$ cat src/rtl/mips_pkg.sv
// Shared fetch-side definitions: default widths, fetch FSM states, control opcodes.
package mips_pkg;

   localparam int ADDR_W_DEF = 32;
   localparam int PC_INC_DEF = 4;

   typedef enum logic [1:0] {
      ST_IDLE = 2'd0,
      ST_RUN  = 2'd1,
      ST_HALT = 2'd2
   } fetch_state_e;

   localparam logic [5:0] OP_J   = 6'h02;
   localparam logic [5:0] OP_JAL = 6'h03;
   localparam logic [5:0] OP_BEQ = 6'h04;
   localparam logic [5:0] OP_BNE = 6'h05;

   function automatic logic is_ctrl_op(input logic [5:0] op);
      return (op == OP_J) || (op == OP_JAL) || (op == OP_BEQ) || (op == OP_BNE);
   endfunction

   function automatic logic is_misaligned(input logic [1:0] lsb);
      return lsb != 2'b00;
   endfunction

endpackage

$ cat src/rtl/pc_target_calc.sv
// Combinational next-PC candidates: sequential, branch, jump, plus the misaligned-redirect flag.
// Zero latency; no handshake of its own.
module pc_target_calc
   import mips_pkg::*;
#(
   parameter int ADDR_W = ADDR_W_DEF,
   parameter int PC_INC = PC_INC_DEF
) (
   input  logic [ADDR_W-1:0] pc_i,
   input  logic              br_taken_i,
   input  logic [15:0]       br_imm_i,
   input  logic              jmp_i,
   input  logic [25:0]       jmp_target_i,
   output logic [ADDR_W-1:0] seq_o,
   output logic [ADDR_W-1:0] redir_tgt_o,
   output logic              redir_o,
   output logic              misalign_o
);

   logic [ADDR_W-1:0] seq;
   logic [ADDR_W-1:0] br_off;
   logic [ADDR_W-1:0] br_tgt;
   logic [ADDR_W-1:0] jmp_tgt;

   assign seq     = pc_i + ADDR_W'(PC_INC);
   assign br_off  = {{(ADDR_W-18){br_imm_i[15]}}, br_imm_i, 2'b00};
   assign br_tgt  = seq + br_off;
   // Jumps stay inside the 256 MB region of the delay-slot address.
   assign jmp_tgt = {seq[ADDR_W-1:28], jmp_target_i, 2'b00};

   assign seq_o       = seq;
   assign redir_o     = jmp_i | br_taken_i;
   assign redir_tgt_o = jmp_i ? jmp_tgt : br_tgt;
   assign misalign_o  = redir_o & is_misaligned(redir_tgt_o[1:0]);

endmodule

$ cat src/rtl/pc_fetch_sequencer.sv
// Architectural PC with valid/ready fetch handshake; pc updates the cycle after fire, pc held while stalled.
// DELAY_SLOT_EN defined: redirects take effect after one delay-slot fetch via a pending-target register.
module pc_fetch_sequencer
   import mips_pkg::*;
#(
   parameter int                ADDR_W   = ADDR_W_DEF,
   parameter logic [ADDR_W-1:0] RESET_PC = '0,
   parameter int                PC_INC   = PC_INC_DEF
) (
   input  logic              clk,
   input  logic              rst_n,
   output logic [ADDR_W-1:0] pc,
   output logic              pc_valid,
   input  logic              pc_ready,
   input  logic              br_taken,
   input  logic [15:0]       br_imm,
   input  logic              jmp,
   input  logic [25:0]       jmp_target,
   input  logic              halt,
   input  logic              resume,
   output logic              addr_err,
   output logic [31:0]       instr_count
);

   fetch_state_e      state_q;
   logic [ADDR_W-1:0] pc_q, pc_d;
   logic              pc_valid_q;
   logic              addr_err_q;
   logic [31:0]       cnt_q, cnt_d;

   logic              fire;
   logic              redir;
   logic              misalign;
   logic              err_d;
   logic [ADDR_W-1:0] seq;
   logic [ADDR_W-1:0] redir_tgt;

   pc_target_calc #(
      .ADDR_W (ADDR_W),
      .PC_INC (PC_INC)
   ) u_target_calc (
      .pc_i         (pc_q),
      .br_taken_i   (br_taken),
      .br_imm_i     (br_imm),
      .jmp_i        (jmp),
      .jmp_target_i (jmp_target),
      .seq_o        (seq),
      .redir_tgt_o  (redir_tgt),
      .redir_o      (redir),
      .misalign_o   (misalign)
   );

   assign fire  = pc_valid_q & pc_ready;
   assign cnt_d = (cnt_q == 32'hFFFF_FFFF) ? cnt_q : cnt_q + 32'd1;

`ifdef DELAY_SLOT_EN
   logic              pend_vld_q, pend_vld_d;
   logic [ADDR_W-1:0] pend_pc_q, pend_pc_d;

   // Values below assume a fire this cycle; the state register only samples them on fire.
   always_comb begin
      pc_d       = seq;
      err_d      = 1'b0;
      pend_vld_d = pend_vld_q;
      pend_pc_d  = pend_pc_q;
      if (pend_vld_q) begin
         pc_d       = pend_pc_q;
         pend_vld_d = 1'b0;
      end else if (misalign) begin
         pc_d  = redir_tgt;
         err_d = 1'b1;
      end else if (redir) begin
         pend_vld_d = 1'b1;
         pend_pc_d  = redir_tgt;
      end
   end

   always_ff @(posedge clk or negedge rst_n) begin
      if (!rst_n) begin
         pend_vld_q <= 1'b0;
         pend_pc_q  <= '0;
      end else if (fire) begin
         pend_vld_q <= pend_vld_d;
         pend_pc_q  <= pend_pc_d;
      end
   end
`else
   always_comb begin
      pc_d  = seq;
      err_d = 1'b0;
      if (redir) begin
         pc_d  = redir_tgt;
         err_d = misalign;
      end
   end
`endif

   always_ff @(posedge clk or negedge rst_n) begin
      if (!rst_n) begin
         state_q    <= ST_IDLE;
         pc_q       <= RESET_PC;
         pc_valid_q <= 1'b0;
         addr_err_q <= 1'b0;
         cnt_q      <= '0;
      end else begin
         case (state_q)
            ST_IDLE: begin
               state_q    <= ST_RUN;
               pc_valid_q <= 1'b1;
            end
            ST_RUN: begin
               if (fire) begin
                  pc_q  <= pc_d;
                  cnt_q <= cnt_d;
                  if (err_d) begin
                     addr_err_q <= 1'b1;
                  end
                  if (err_d || halt) begin
                     state_q    <= ST_HALT;
                     pc_valid_q <= 1'b0;
                  end
               end
            end
            ST_HALT: begin
               // A misaligned redirect parks the sequencer until reset.
               if (resume && !addr_err_q) begin
                  state_q    <= ST_RUN;
                  pc_valid_q <= 1'b1;
               end
            end
            default: begin
               state_q    <= ST_IDLE;
               pc_valid_q <= 1'b0;
            end
         endcase
      end
   end

   assign pc          = pc_q;
   assign pc_valid    = pc_valid_q;
   assign addr_err    = addr_err_q;
   assign instr_count = cnt_q;

endmodule

$ cat config.mk
export PLATFORM = sky130hd
export DESIGN_NAME = pc_fetch_sequencer
export DESIGN_NICKNAME = d
export VERILOG_FILES = /design/src/rtl/mips_pkg.sv /design/src/rtl/pc_target_calc.sv /design/src/rtl/pc_fetch_sequencer.sv
export SDC_FILE = /design/constraint.sdc
export NUM_CORES = 1
export LEC_CHECK = 0
export BUFFER_PORTS_ARGS = -buffer_cell sky130_fd_sc_hd__buf_2
export CORE_MARGIN = 2
export CORE_UTILIZATION = 60
export CTS_BUF_LIST = sky130_fd_sc_hd__clkbuf_4 sky130_fd_sc_hd__clkbuf_8
export DETAILED_ROUTE_END_ITERATION = 8
export GPL_ROUTABILITY_DRIVEN = 0
export PLACE_DENSITY = 0.87
export SLEW_MARGIN = 10
export SYNTH_ARGS = -nofsm -noshare
export SYNTH_HDL_FRONTEND = slang
export SYNTH_SLANG_ARGS = --single-unit
$ cat constraint.sdc
create_clock -name clk -period 12.05 [get_ports clk]
set_clock_uncertainty 0.1 [all_clocks]
set_input_delay 1.205 -clock clk [delete_from_list [all_inputs] [get_ports clk]]
set_output_delay 1.205 -clock clk [all_outputs]
set_load 0.005 [all_outputs]
Yosys cells after proc, flatten, opt, wreduce, memory -nomap -nowiden
Cells that the tools add are included.

storage, ports and cells
  flip-flop bits (word level) = 68
  bits of input ports = 49
  logic and storage cells = 38

operators by class
  add/sub/neg operators = 3
  eq/ne operators = 6
  multiplexer cells = 11
  bitwise operators = 4
  reduce and logical (&&, ||, !) cells = 9

operator list
  operator                 number
  $mux W32                 2
  $add A32 B1 Y32 const B  1
  $add A32 B3 Y32 const B  1
  $add A32 B32 Y32         1
  $eq A32 B32 Y1 const B   1
  $reduce_and A3 Y1        3
  $mux W2                  3
  $ne A2 B2 Y1 const B     3
  $pmux W2 S3              1
  $mux W1                  4
  $pmux W1 S3              1
  $and A1 B1 Y1            2
  $eq A2 B1 Y1 const B     1
  $eq A2 B2 Y1 const B     1
  $logic_not A2 Y1         1
  $reduce_and A2 Y1        1
  $reduce_bool A2 Y1       1
  $logic_and A1 B1 Y1      1
  $logic_not A1 Y1         1
  $logic_or A1 B1 Y1       1
  $not A1 Y1               1
  $or A1 B1 Y1             1

Logic depth before layout (Yosys ltp)
  word-level depth = 10
  gate-level depth with buffers = 18
  gate-level depth less buffers = 17

Cells and area by module
From an unflattened synthesis, not the netlist that was laid out.

unflattened totals
  cells, all modules = 739
  area, all modules = 6128.4 um^2

modules (own cells, without submodules)
  module              instances  cells an instance  area each (um^2)  sequential area each (um^2)
  pc_fetch_sequencer  1          308                3193.1            1676.6
  pc_target_calc      1          431                2935.3            0.0

Least setup slack after synthesis
OpenSTA, ideal clock, no wires.

  path kind = register to register
  from = reg pc_q[5], in the netlist pc[5]
  to = reg pc_q[31], in the netlist pc[31]
  library setup time = 80 ps
  arrival time = 3719 ps
  path slack = 8151 ps
  cell stages (with the launch flop) = 19
  buffers on the path = 3
  cells stage by stage = dfrtp_1 -> and3_1 -> and4_1 -> and3_1 -> buf_2 -> and3_1 -> and3_1 -> buf_4 -> and3_1 -> xor2_1 -> ha_1 -> clkbuf_1 -> a21o_1 -> a21oi_1 -> o21bai_1 -> a221oi_1 -> mux2i_1 -> mux2i_1 -> xnor2_1

on the way
  cells in the longest elaborated chain, start to end = 4

RTL lines
  item                      line                       text
  start: declaration        pc_fetch_sequencer.sv:26   logic [ADDR_W-1:0] pc_q, pc_d;
  start signal: assignment  pc_fetch_sequencer.sv:113  pc_q <= pc_d;
  $add A32 B3 Y32 (*)       pc_target_calc.sv:25       assign seq = pc_i + ADDR_W'(PC_INC);
  $add A32 B32 Y32          pc_target_calc.sv:27       assign br_tgt = seq + br_off;
  $mux W32                  pc_target_calc.sv:33       assign redir_tgt_o = jmp_i ? jmp_tgt : br_tgt;
  $mux W32 (*)              pc_fetch_sequencer.sv:91   if (redir) begin

Mark *: on every way between the ends. The rest lies on a longest branch, timed or not.
A chain may end at the register's enable or synchronous reset.

Final worst setup path
  from = reg pc_q[10], in the netlist pc[10]
  to = reg pc_q[31], in the netlist pc[31]

Same word-level chain as after synthesis.

==> flow_summary.toml <==
[floorplanning]
rows = 34
die_area_sq_um = 9890
fp.coreArea_sq_um = 8760
start_util = 0.624
die_x_um = 99.4
die_h_um = 99.4
ios = 115

[run]
maxCapViolations = 0

[final_layout]
drive_gt1_frac = 0.195
final_cell_count_no_fill = 861
area_growth_pct = 14.5
nets = 836
diodes = 0
finalInstanceArea_sq_um = 6260

[run_status]
status = "finished, final reports clean"

[logic_synthesis]
ys.flop_type = "dfrtp_1"
yosysUniqueCellTypes = 61
avgSynthCellArea_sq_um = 8.49
synthTopCellsByCount = "nand2_1, dfrtp_1, xnor2_1"
yosysMostFrequentCell = "nand2_1"
synth_top_area_frac = 0.307
netlist_instances = 644
synth_fp_nets = 732
ys_ff_latch = 67
synth_area_sq_um = 5470
ys_warn_count = 0
synth_area_leaders = "dfrtp_1, xnor2_1, ha_1, nand2_1, a21oi_1"
ys_async_sr_fraction = 1.00
synth_seq_area_share = 0.307
synth_edf_count = 0
yosys.area.top_type = "dfrtp_1"

[route]
dr.first_iter.drc_count = 467
postRouteAntennaNets = 0
wl_um = 15300
drc = 0
wire_per_inst_um = 17.8
firstDrtPassIters = 7
routed_via_density = 6.29
num_vias = 5418

[critical_path]
cp-start-kind = "flip-flop"
crit_path_end_kind = "flip-flop"
r2r-start = "pc[10]"
arrival_ns = 4.62
timing.rr.end = "pc[31]"
criticalPathCategory = "reg2reg"
reg2reg_depth = 15
worstPathMaxFanout = 9
worst-endpoint-required_ns = 12.23
r2r_setup_slack_ns = 7.61

[power]
p_per_area_nw_per_um2 = 73.1
ir_worst_vdd_uv = 77.6
power_uw = 457
p_leak_uw = 0.00320

[clock_tree]
cts_resized = 0
insertion_delay_ns = 0.35
cts_setup_buffers = 0
cts.clk_slew.worst_paths_ns = 0.09
htreeDepth = 3
cts_tree = "built"
cts-root-buf = "clkbuf_8"
hold_buffers = 0
cts_num_sinks = 67
cts_max_path_buffers = 2
cts_buffers = 9

[timing]
timing.final.crit_share = 0.368
fmax_mhz = 225
tightest_slew_ns = 1.01
slew_violations = 0
setup_tns_ns = 0
hold_violations = 0
setup_violations = 0
relSlewSlack = 0.325
rsz0062_at_grt = "false"
period_needed_ns = 4.44

[min_path]
whs_endpoint = "addr_err"
min-delay-start = "addr_err"
hold_path_depth = 2
hold_path.class = "reg2reg"

[global_route]
grt_pass1_vias = 5373
overflow = 0
grt_usage = 0.314
grt_pass1_wl_um = 25100
grt_max_degree = 68
antenna_found_initial = 1

[placed_design]
placed_area_sq_um = 6080
port-buffer-count = 114
dpl.hpwl_um = 11200
dp.cells = 845
[critical path, cell delays in order, from the launching register on]
cell and delay, ns:
dfrtp_1 0.46, and4_1 0.27, and3_1 0.24, and4_1 0.28, and3_1 0.28, nand2_1 0.12, nor4_1 0.69, xor2_1 0.16
ha_1 0.44, nand2_1 0.10, nor3_1 0.07, and3_1 0.18, a221oi_1 0.33, mux2i_1 0.26, mux2i_1 0.25, xnor2_1 0.14
[cells by family after synthesis]
kind of cell               after synthesis  synth area share
and+or+nand+nor                        237             0.215
AOI/OAI and AO/OA                      170             0.211
xor gates and xnor gates                82             0.131
DFF                                     67             0.307
buffers and inverters                   42            0.0325
adders and majority gates               39            0.0907
muxes                                    7            0.0130
[worst max-delay path by stage]
| stage | endpoint | from | cells past startpoint | slack, ns |
|---|---|---|---|---|
| global placement | pc[31] | pc[4] | 15 | 7.88 |
| finish | pc[31] | pc[10] | 15 | 7.61 |
| CTS | pc[31] | pc[10] | 15 | 7.72 |
| global route | pc[31] | pc[4] | 16 | 7.37 |
| detailed placement | pc[31] | pc[4] | 16 | 7.77 |
| floorplan | pc[31] | pc[5] | 18 | 8.15 |
[metrics by stage]
| stage | util | worst slack, ns | hold slack [ns] |
|---|---|---|---|
| after floorplan | - | 8.15 | 0.365 |
| after global placement | 0.694 | 7.88 | 0.349 |
| after detailed placement | 0.694 | 7.77 | 0.358 |
| after CTS | 0.714 | 7.72 | 0.378 |
| after global routing | 0.714 | 7.37 | 0.403 |
| final | 0.714 | 7.61 | 0.374 |
[cells in the final DEF (no fill, tap or decap), types with 3 or more instances in the layout]
cell      count
a211oi_1      3
a21o_1       22
a21oi_1      39
a221o_1       4
a221oi_1      5
a22oi_1       3
a31o_2        5
a31oi_1       4
and2_1        7
and3_1       21
and4_1        7
and4_4        4
buf_2       114
clkbuf_8      9
dfrtp_1      67
ha_1         38
inv_1        18
mux2i_1       6
nand2_1      86
nand3_1      29
nand4_1      16
nor2_1       50
nor3_1        5
o211ai_1      9
o21a_1        3
o21ai_0      37
o21bai_1      4
o22ai_1       4
o31a_1        3
o31ai_1       3
xnor2_1      62
xor2_1       20
[state kept, by name, summed over array words and instances (netlist names)]
register and cells:
addr_err 1, instr_count 32, pc 32, pc_valid 1, state_q 1
[area by class of cell]
class	instances	area (sq um)
multi-input combinational	535	3620
fill	676	2500
inverter	19	71.3
clock inverter	7	51.3
clock buffer	9	124
timing repair buffer	116	586
tap	108	135
sequential	67	1680
[layer usage]
layer | track usage | vias up | part of all wire
li1 | - | 2547 | -
met5 | 0 | - | 0.0011
met3 | 0.0682 | 61 | 0.097
met2 | 0.515 | 287 | 0.46
met1 | 0.398 | 2521 | 0.40
met4 | 0.142 | 2 | 0.041
[power breakdown]
| group | total, uW | internal, uW | switching, uW |
|---|---|---|---|
| Clock | 177 | 75.8 | 101 |
| Combinational | 55.5 | 20.9 | 34.6 |
| Sequential | 225 | 225 | 0 |
| Total | 457 | 321 | 136 |
Note: power is estimated with default switching activity, not from simulation.
